===== config.mk =====
export PLATFORM = sky130hd
export DESIGN_NAME = instr_fetch
export DESIGN_NICKNAME = d
export VERILOG_FILES = /design/src/rtl/riscv_fetch_pkg.sv /design/src/rtl/fetch_fifo.sv /design/src/rtl/instr_fetch.sv
export SDC_FILE = /design/constraint.sdc
export NUM_CORES = 1
export LEC_CHECK = 0
export BUFFER_PORTS_ARGS = -buffer_cell sky130_fd_sc_hd__buf_2
export CORE_MARGIN = 2
export CORE_UTILIZATION = 45
export CTS_CLUSTER_SIZE = 25
export DETAILED_ROUTE_END_ITERATION = 6
export GPL_TIMING_DRIVEN = 0
export PLACE_DENSITY = 0.67
export SLEW_MARGIN = 20
export SYNTH_ARGS = -nofsm -noshare
export SYNTH_HDL_FRONTEND = slang
export SYNTH_HIERARCHICAL = 1
export SYNTH_SLANG_ARGS = --single-unit

===== constraint.sdc =====
create_clock -name clk -period 2.7 [get_ports clk]
set_clock_uncertainty 0.1 [all_clocks]
set_input_delay 0.27 -clock clk [delete_from_list [all_inputs] [get_ports clk]]
set_output_delay 0.27 -clock clk [all_outputs]
set_load 0.1 [all_outputs]

===== src/rtl/riscv_fetch_pkg.sv =====
// Shared types and constants for the instruction fetch stage.
package riscv_fetch_pkg;

    localparam int unsigned PC_INCR      = 4;
    localparam int unsigned ENTRY_PC_W   = 8;
    localparam int unsigned ENTRY_CODE_W = 32;

    typedef enum logic [1:0] {
        BOOT  = 2'd0,
        RUN   = 2'd1,
        DRAIN = 2'd2
    } fetch_state_t;

    typedef struct packed {
        logic [ENTRY_CODE_W-1:0] code;
        logic [ENTRY_PC_W-1:0]   pc;
    } instr_entry_t;

endpackage


===== src/rtl/fetch_fifo.sv =====
// Prefetch FIFO with synchronous flush and a registered head entry.
module fetch_fifo
    import riscv_fetch_pkg::*;
#(
    parameter int unsigned DEPTH = 2
) (
    input  logic                   clk,
    input  logic                   reset,
    input  logic                   flush,
    input  logic                   push,
    input  instr_entry_t           push_data,
    input  logic                   pop,
    output logic [$clog2(DEPTH):0] count,
    output instr_entry_t           head
);

    localparam int unsigned PTR_W = $clog2(DEPTH);
    localparam int unsigned CNT_W = $clog2(DEPTH) + 1;

    instr_entry_t     mem_q [DEPTH];
    instr_entry_t     head_q, head_d;
    logic [PTR_W-1:0] wr_q, rd_q, rd_next;
    logic [CNT_W-1:0] count_q, count_d;
    logic             do_pop, do_push;

    always_comb begin
        rd_next = rd_q + PTR_W'(1);
        do_pop  = pop && (count_q != '0);
        do_push = push && ((count_q != CNT_W'(DEPTH)) || do_pop);
        count_d = count_q;
        head_d  = head_q;
        if (flush) begin
            count_d = '0;
        end else begin
            count_d = count_q + CNT_W'(do_push) - CNT_W'(do_pop);
            // The head register mirrors mem_q[rd_q]; refresh it whenever the read side moves.
            if (do_pop) begin
                if (count_q == CNT_W'(1)) begin
                    if (do_push) head_d = push_data;
                end else begin
                    head_d = mem_q[rd_next];
                end
            end else if (do_push && (count_q == '0)) begin
                head_d = push_data;
            end
        end
    end

    always_ff @(posedge clk or negedge reset) begin
        if (!reset) begin
            for (int unsigned i = 0; i < DEPTH; i++) mem_q[i] <= '0;
            wr_q    <= '0;
            rd_q    <= '0;
            count_q <= '0;
            head_q  <= '0;
        end else begin
            count_q <= count_d;
            head_q  <= head_d;
            if (flush) begin
                wr_q <= '0;
                rd_q <= '0;
            end else begin
                if (do_push) begin
                    mem_q[wr_q] <= push_data;
                    wr_q        <= wr_q + PTR_W'(1);
                end
                if (do_pop) rd_q <= rd_next;
            end
        end
    end

    assign count = count_q;
    assign head  = head_q;

endmodule


===== src/rtl/instr_fetch.sv =====
// Instruction fetch stage: PC generation, credit-limited memory requests, prefetch buffering
// and redirect handling with stale-response discard.
module instr_fetch
    import riscv_fetch_pkg::*;
#(
    parameter int unsigned PC_W       = ENTRY_PC_W,
    parameter int unsigned IMS_W      = ENTRY_CODE_W,
    parameter int unsigned FIFO_DEPTH = 2,
    parameter int unsigned RESET_PC   = 0
) (
    input  logic             clk,
    input  logic             reset,
    output logic             imem_req_valid,
    input  logic             imem_req_ready,
    output logic [PC_W-1:0]  imem_req_addr,
    input  logic             imem_rsp_valid,
    input  logic [IMS_W-1:0] imem_rsp_data,
    input  logic             redirect_valid,
    input  logic [PC_W-1:0]  redirect_pc,
    output logic             instr_valid,
    input  logic             instr_ready,
    output logic [IMS_W-1:0] instr_code,
    output logic [PC_W-1:0]  instr_pc
);

    localparam int unsigned CNT_W = $clog2(FIFO_DEPTH) + 1;
    localparam int unsigned PTR_W = $clog2(FIFO_DEPTH);

    fetch_state_t     state_q, state_d;
    logic [PC_W-1:0]  fetch_pc_q, fetch_pc_d;
    logic [CNT_W-1:0] outstanding_q, outstanding_d;
    logic [CNT_W-1:0] discard_q, discard_d;
    logic [PC_W-1:0]  pcq_q [FIFO_DEPTH];
    logic [PTR_W-1:0] pcq_wr_q, pcq_rd_q;
    logic [CNT_W-1:0] fifo_count;
    logic [CNT_W:0]   used;
    logic             req_fire, pop, push, credit_free;
    instr_entry_t     push_entry, head;

    always_comb begin
        pop         = instr_valid && instr_ready;
        // A pop out of a full FIFO only returns its credit on the next cycle.
        credit_free = pop && (fifo_count != CNT_W'(FIFO_DEPTH));
        used        = {1'b0, fifo_count} + {1'b0, outstanding_q} - (CNT_W + 1)'(credit_free);
        imem_req_valid = (state_q == RUN) && (used < (CNT_W + 1)'(FIFO_DEPTH));
        req_fire       = imem_req_valid && imem_req_ready;
        push           = imem_rsp_valid && !redirect_valid && (discard_q == '0);
        outstanding_d  = outstanding_q + CNT_W'(req_fire) - CNT_W'(imem_rsp_valid);

        push_entry.code = imem_rsp_data;
        push_entry.pc   = pcq_q[pcq_rd_q];

        discard_d = discard_q;
        if (redirect_valid) begin
            discard_d = outstanding_d;
        end else if (imem_rsp_valid && (discard_q != '0)) begin
            discard_d = discard_q - CNT_W'(1);
        end

        fetch_pc_d = fetch_pc_q;
        if (redirect_valid) begin
            fetch_pc_d = redirect_pc & ~PC_W'(3);
        end else if (req_fire) begin
            fetch_pc_d = fetch_pc_q + PC_W'(PC_INCR);
        end

        state_d = state_q;
        if (redirect_valid) begin
            state_d = (outstanding_d != '0) ? DRAIN : RUN;
        end else begin
            case (state_q)
                BOOT:    state_d = RUN;
                RUN:     state_d = RUN;
                DRAIN:   if (discard_d == '0) state_d = RUN;
                default: state_d = BOOT;
            endcase
        end
    end

    always_ff @(posedge clk or negedge reset) begin
        if (!reset) begin
            state_q       <= BOOT;
            fetch_pc_q    <= PC_W'(RESET_PC);
            outstanding_q <= '0;
            discard_q     <= '0;
        end else begin
            state_q       <= state_d;
            fetch_pc_q    <= fetch_pc_d;
            outstanding_q <= outstanding_d;
            discard_q     <= discard_d;
        end
    end

    // In-flight PC queue: stale entries are retired by their (discarded) responses.
    always_ff @(posedge clk or negedge reset) begin
        if (!reset) begin
            for (int unsigned i = 0; i < FIFO_DEPTH; i++) pcq_q[i] <= '0;
            pcq_wr_q <= '0;
            pcq_rd_q <= '0;
        end else begin
            if (req_fire) begin
                pcq_q[pcq_wr_q] <= fetch_pc_q;
                pcq_wr_q        <= pcq_wr_q + PTR_W'(1);
            end
            if (imem_rsp_valid) pcq_rd_q <= pcq_rd_q + PTR_W'(1);
        end
    end

    fetch_fifo #(
        .DEPTH (FIFO_DEPTH)
    ) u_fifo (
        .clk       (clk),
        .reset     (reset),
        .flush     (redirect_valid),
        .push      (push),
        .push_data (push_entry),
        .pop       (pop),
        .count     (fifo_count),
        .head      (head)
    );

    assign imem_req_addr = fetch_pc_q;
    assign instr_valid   = (fifo_count != '0);
    assign instr_code    = head.code;
    assign instr_pc      = head.pc;

endmodule


### After elaboration in Yosys (flattened, before gate mapping)

Cells that the tools add are included.

| storage, ports and cells | value |
|---|---|
| flip-flop bits (word level) | 156 |
| input bits | 46 |
| output and inout bits | 50 |
| logic and storage cells | 104 |

| operators by class | value |
|---|---|
| add/sub/neg operators | 12 |
| $lt $le $gt $ge | 7 |
| equal/unequal tests | 6 |
| muxes and demuxes | 29 |
| bitwise operators | 5 |
| reductions and logical operators | 28 |

Operator list:

| cell | count |
|---|---|
| 2-to-1 mux 40 bit | 8 |
| bitwise mux 80 bit | 1 |
| 2-to-1 mux 8 bit | 6 |
| demux 40 bit (select 1 bit) | 1 |
| bitwise mux 16 bit | 1 |
| nonzero test 2 bit | 7 |
| logical AND 1 bit | 12 |
| 2-to-1 mux 2 bit | 6 |
| adder 8 x 3 -> 8 bit (second input constant) | 1 |
| demux 8 bit (select 1 bit) | 1 |
| greater-or-equal comparator 2 bit (second input constant) | 4 |
| logical NOT 2 bit | 4 |
| inverter 1 -> 2 bit | 4 |
| != test 3 bit (second input constant) | 2 |
| adder 1 bit (second input constant) | 4 |
| adder 2 x 1 -> 2 bit | 2 |
| equality test 2 x 1 -> 1 bit (second input constant) | 2 |
| < comparator 2 x 1 -> 1 bit (second input constant) | 2 |
| 2-to-1 mux 1 bit | 4 |
| case mux 2 bit (2 select lines) | 1 |
| subtractor 2 x 1 -> 2 bit | 2 |
| adder 2 x 2 -> 3 bit | 1 |
| < comparator 3 x 2 -> 1 bit (second input constant) | 1 |
| AND reduction 3 bit | 1 |
| 9 further kinds | 9 |

### Logic depth before layout (Yosys ltp)

| depth | value |
|---|---|
| word-level depth | 14 |
| gate-level depth with buffers | 11 |
| depth with buffers taken out | 11 |

### By module

Netlist, hierarchy kept.

Modules (own cells, without submodules):

| module | instances | cells each | area each (sq um) | seq. area each (sq um) |
|---|---|---|---|---|
| fetch_fifo | 1 | 425 | 6022.0 | 3103.0 |
| instr_fetch | 1 | 114 | 1361.3 | 650.6 |

### Worst setup path before layout

OpenSTA, ideal clock, no wires.

| timing path | value |
|---|---|
| kind | register -> register |
| from | register u_fifo.count_q[0] (netlist: u_fifo/count[0]) |
| to | register state_q[1] |
| setup time | 0.135 ns |
| arrival | 3.599 ns |
| required time | 2.465 ns |
| slack | -1.133 ns |
| cell stages (with the launch flop) | 12 |
| path buffers | 0 |
| clock period less this slack | 3.833 ns |
| cell sequence | dfrtp_1 > and3b_1 > fa_1 > nor4b_4 > nand2_4 > ha_1 > inv_1 > ha_1 > xnor2_1 > xnor2_1 > o21ai_0 > o41ai_1 |

| on the way | value |
|---|---|
| longest elaborated chain between the ends | 12 |
| elaborated cells on any way between the ends | 17 |
| classes of those cells | 4 x add/sub; 1 x order compare; 2 x eq/ne; 3 x mux; 7 x reduce/logical |

Ends and longest elaborated chain:

| item | line | source |
|---|---|---|
| start, declared | fetch_fifo.sv:23 | `logic [CNT_W-1:0] count_q, count_d;` |
| start signal, assigned | fetch_fifo.sv:57 | `count_q <= count_d;` |
| parallel branches: the longest is 3 deep, another holds adder 2 x 2 -> 3 bit | -- |  |
| subtractor 3 x 1 -> 3 bit * | instr_fetch.sv:44 | `used = {1'b0, fifo_count} + {1'b0, outstanding_q} - (CNT_W + 1)'(credit_free);` |
| < comparator 3 x 2 -> 1 bit * | instr_fetch.sv:45 | `imem_req_valid = (state_q == RUN) && (used < (CNT_W + 1)'(FIFO_DEPTH));` |
| logical AND 1 bit * | instr_fetch.sv:45 |  |
| net imem_req_valid | instr_fetch.sv:13 | `output logic imem_req_valid,` |
| logical AND 1 bit * | instr_fetch.sv:46 | `req_fire = imem_req_valid && imem_req_ready;` |
| adder 2 x 1 -> 2 bit * | instr_fetch.sv:48 | `outstanding_d = outstanding_q + CNT_W'(req_fire) - CNT_W'(imem_rsp_valid);` |
| subtractor 2 x 1 -> 2 bit * | instr_fetch.sv:48 |  |
| net outstanding_d[1] | instr_fetch.sv:31 | `logic [CNT_W-1:0] outstanding_q, outstanding_d;` |
| 2-to-1 mux 2 bit / nonzero test 2 bit (equally long branches) | instr_fetch.sv:54, instr_fetch.sv:69 |  |
| logical NOT 2 bit / 2-to-1 mux 2 bit (equally long branches) | instr_fetch.sv:74, instr_fetch.sv:69 |  |
| != test 3 bit (no source line) / 2-to-1 mux 2 bit (equally long branches) | -- |  |
| end signal, assigned | instr_fetch.sv:87 | `state_q <= state_d;` |
| end, declared | instr_fetch.sv:29 | `fetch_state_t state_q, state_d;` |

Mark *: on every way through the listed nets, which the timed path passes.
A chain may end at the register's enable or synchronous reset.

### Worst setup path after layout

| timing path | value |
|---|---|
| from | register u_fifo.count_q[0] (netlist: u_fifo/count[0]) |
| to | register discard_q[1] |

| on the way | value |
|---|---|
| longest elaborated chain between the ends | 10 |
| elaborated cells on any way between the ends | 12 |
| classes of those cells | 4 x add/sub; 1 x order compare; 1 x eq/ne; 1 x mux; 5 x reduce/logical |

Ends and longest elaborated chain:

| item | line | source |
|---|---|---|
| parallel branches: the longest is 3 deep, another holds adder 2 x 2 -> 3 bit | -- |  |
| subtractor 3 x 1 -> 3 bit * | instr_fetch.sv:44 |  |
| < comparator 3 x 2 -> 1 bit * | instr_fetch.sv:45 |  |
| logical AND 1 bit * | instr_fetch.sv:45 |  |
| logical AND 1 bit * | instr_fetch.sv:46 |  |
| adder 2 x 1 -> 2 bit * | instr_fetch.sv:48 |  |
| subtractor 2 x 1 -> 2 bit * | instr_fetch.sv:48 |  |
| net outstanding_d[1] | instr_fetch.sv:31 |  |
| 2-to-1 mux 2 bit * | instr_fetch.sv:54 | `if (redirect_valid) begin` |
| net discard_d[1] | instr_fetch.sv:32 | `logic [CNT_W-1:0] discard_q, discard_d;` |
| end signal, assigned | instr_fetch.sv:90 | `discard_q <= discard_d;` |
| end, declared | instr_fetch.sv:32 |  |

Marks and branches as above.

==> out/metrics.csv <==
stage,metric,value,unit
outcome,status,finished with violations,
outcome,violations,setup timing,
global_route,grt_pass1_wl,26.4,mm
yosys,ys_top_cells_by_area,"dfrtp_1, mux2_4, mux2_2",
route,dr_total_vias,4696,
floorplan,core,0.0159,mm²
timing,hold_viol,0,
yosys,ys_warn_count,6,
run,maxCapViolCount,0,
finish,fill_cells,1324,
floorplan,initial_core_util,0.463,
timing,max-slew-margin-rel,0.641,
finish,drive_gt1_frac,0.427,
clock_network,cts.sinks,150,
clock_network,clkTransAtPathRegs,0.06,ns
yosys,syn_inst,539,
finish,antenna_cells,0,
worst_setup_path,endpoint_kind,register,
power_and_ir_drop,power_density,1200,mW/mm²
timing,period_minus_slack,2.79,ns
route,vias_per_cell,5.19,
placed_design,place_inst,854,
power_and_ir_drop,ir_drop,0.000594,V
power_and_ir_drop,seqPwrFrac,0.341,
yosys,synth_common_cells,"dfrtp_1, mux2_4, a21oi_1",
clock_network,clk_latency,0.42,ns
power_and_ir_drop,power_frac_comb,0.458,
timing,finalWorstSetupSlack,-0.0871,ns
timing,rsz0062_at_grt,true,
yosys,ys_seq_area_frac,0.508,
power_and_ir_drop,intPower,6.13,mW
finish,areaGrowthSynthToFinish,21.8,%
clock_network,root_buffer,clkbuf_16,
worst_setup_path,critPathMaxFanout,2,
route,drc,0,
route,drt_iter0_drc,274,
yosys,syn_area_per_cell,13.7,µm²
power_and_ir_drop,pwr-share-clk,0.201,
finish,instances_no_fill,905,
yosys,ys_seq_elements,150,
floorplan,die_w,132,µm
yosys,synth_cell_type_count,46,
global_route,grt_overflow_total,0,
yosys,synth_top_area_cell,dfrtp_1,
floorplan,boundaryPins,96,
worst_setup_path,critical_path_class,reg -> reg,
yosys,synth-edff-count,0,
worst_setup_path,start_kind,register,
finish,nets,731,
timing,timing.fmax,359,MHz
placed_design,gp_congestion,0.744,
clock_network,clockBufferDepth,2,
yosys,synth.most_common_cell,dfrtp_1,
clock_network,tritoncts,built,
placed_design,io_buffers,91,
worst_hold_path,hold_class,in -> reg,
power_and_ir_drop,p_leak,4.37,nW
timing,worst_pin_slew,0.539,ns
route,first_pass_iters,6,
worst_setup_path,crit_required,2.94,ns
yosys,synth_top_area_share,0.508,
power_and_ir_drop,swShare,0.432,
route,routedWlPerCell,17.6,µm
floorplan,die_area,0.0174,mm²
global_route,grt_max_degree,88,
placed_design,dpl_worst_slack,-0.509,ns
yosys,syn-cell-area,0.00738,mm²
yosys,synthArstFlopShare,1.00,
clock_network,cts_htree_levels,4,
timing,setup_viol,4,
global_route,antenna_found_initial,0,
floorplan,row_count,46,
route,ant_nets,0,
power_and_ir_drop,p_sw,4.65,mW
route,wl,15.9,mm
placed_design,dp_hpwl,10.5,mm
yosys,synth_top_flop_cell,dfrtp_1,
clock_network,numCtsBuffers,17,
global_route,grt.total_usage,0.190,
timing,drv_slew,0,
timing,finalCritPeriodShare,1.03,
worst_setup_path,arrival,3.03,ns
floorplan,dieHeight,132,µm
global_route,grt_pass1_vias,5012,
-- routing by layer --
layer	track usage	part of all wire	vias up	wire length (µm)
li1	-	-	2196	-
met1	0.254	0.46	2387	7370
met2	0.305	0.48	95	7700
met3	0.0446	0.039	18	622
met4	0.0652	0.014	0	218
met5	0	0	-	0
-- cell type report --
cell class	count	area, µm²	share of cell area
Clock inverter	5	50.0	0.00556
Sequential cell	150	3750	0.417
Clock buffer	24	482	0.0535
Tap cell	216	270	0.0300
Inverter	5	18.8	0.00209
Timing Repair Buffer	114	711	0.0790
Multi-Input combinational cell	351	3380	0.375
Buffer	40	333	0.0370
-- timing repair --
item / in CTS / in global routing
pin swaps: 3 / 3
setup endpoints to repair: 58 / 48
gates resized for setup: 7 / 9
hold buffers: 15 / 0
buffers inserted: 6 / 2
endpoints found under the hold margin: 82 / 0
-- worst max-delay path: stages, from the launching register on --
cell	delay (ns)
dfrtp_2	0.41
and3b_1	0.19
fa_1	0.48
nor4b_4	0.33
nand2_4	0.10
ha_4	0.28
inv_2	0.04
ha_4	0.16
xnor2_4	0.12
xnor2_2	0.21
buf_4	0.16
nand2_1	0.04
o21ai_1	0.09
-- metrics by stage --
stage	util	cell area (µm²)	hold slack, ns	TNS, ns	power, mW
6_report	0.564	9000	0.0158	-0.270	10.8
3_3_place_gp	0.512	8170	0.362	-132.11	8.30
2_1_floorplan	-	7440	-0.126	-16.91	7.61
5_1_grt	0.564	9000	0.00687	-1.20	11.3
4_1_cts	0.562	8960	0.000415	-0.415	10.8
3_5_place_dp	0.515	8210	0.143	-21.70	8.48
-- cells in the final DEF, fill, tap and decap left out, types with 4 or more instances in the layout --
cell           count
clkbuf_16         17
nor2_1             5
mux2_1            13
nor2b_1            6
dlygate4sd3_1     15
o21ai_0            4
clkbuf_1          15
xor2_1             6
nand2_1           14
mux2_2            42
conb_1             8
buf_4             10
a21oi_1           84
buf_12             9
mux2i_1           40
mux2_4            86
dfrtp_1          149
buf_2            101
clkinv_2           4
nand3_1            5
-- power by group through the flow --
| stage | registers [mW] | clock network, mW | logic [mW] |
|---|---|---|---|
| detailed placement | 3.71 | 0 | 4.78 |
| global placement | 3.63 | 0 | 4.67 |
| floorplan | 5.83 | 0 | 1.78 |
| global route | 3.80 | 2.32 | 5.16 |
| finish | 3.68 | 2.17 | 4.93 |
| CTS | 3.67 | 2.23 | 4.93 |
-- final timing paths --
check                      slack [ns]  cells past startpoint         startpoint          endpoint
setup reg to reg                -0.09                     12    u_fifo/count[0]      discard_q[1]
max in group asynchronous        1.41                      3              reset   u_fifo/count[0]
hold reg to reg                  0.38                      1    u_fifo/head[35]   u_fifo/head[35]
hold / removal                   0.02                      2  imem_rsp_data[26]  u_fifo/mem_q[34]
min in group asynchronous        0.28                      2              reset  u_fifo/mem_q[54]
setup / recovery                -0.09                     12    u_fifo/count[0]      discard_q[1]
-- registers in the layout, indices dropped and copies added (netlist names) --
signal,cells
u_fifo/mem_q,80
u_fifo/head,40
pcq_q,12
imem_req_addr,6
discard_q,2
outstanding_q,2
state_q,2
u_fifo/count,2
pcq_rd_q,1
pcq_wr_q,1
u_fifo/rd_q,1
u_fifo/wr_q,1
-- cells by family (layout without fill, tap and decap cells) --
family,Yosys count,in the layout,share of synthesized area
AOI/OAI and AO/OA,98,98,0.0690
xor gates and xnor gates,10,10,0.0119
buffers and inverters,45,188,0.0468
muxes,181,181,0.313
other,1,8,0.000508
adders and majority gates,6,6,0.0112
and+or+nand+nor,48,48,0.0393
DFF,150,150,0.508
No activity file was read; power rests on OpenSTA's default activity.
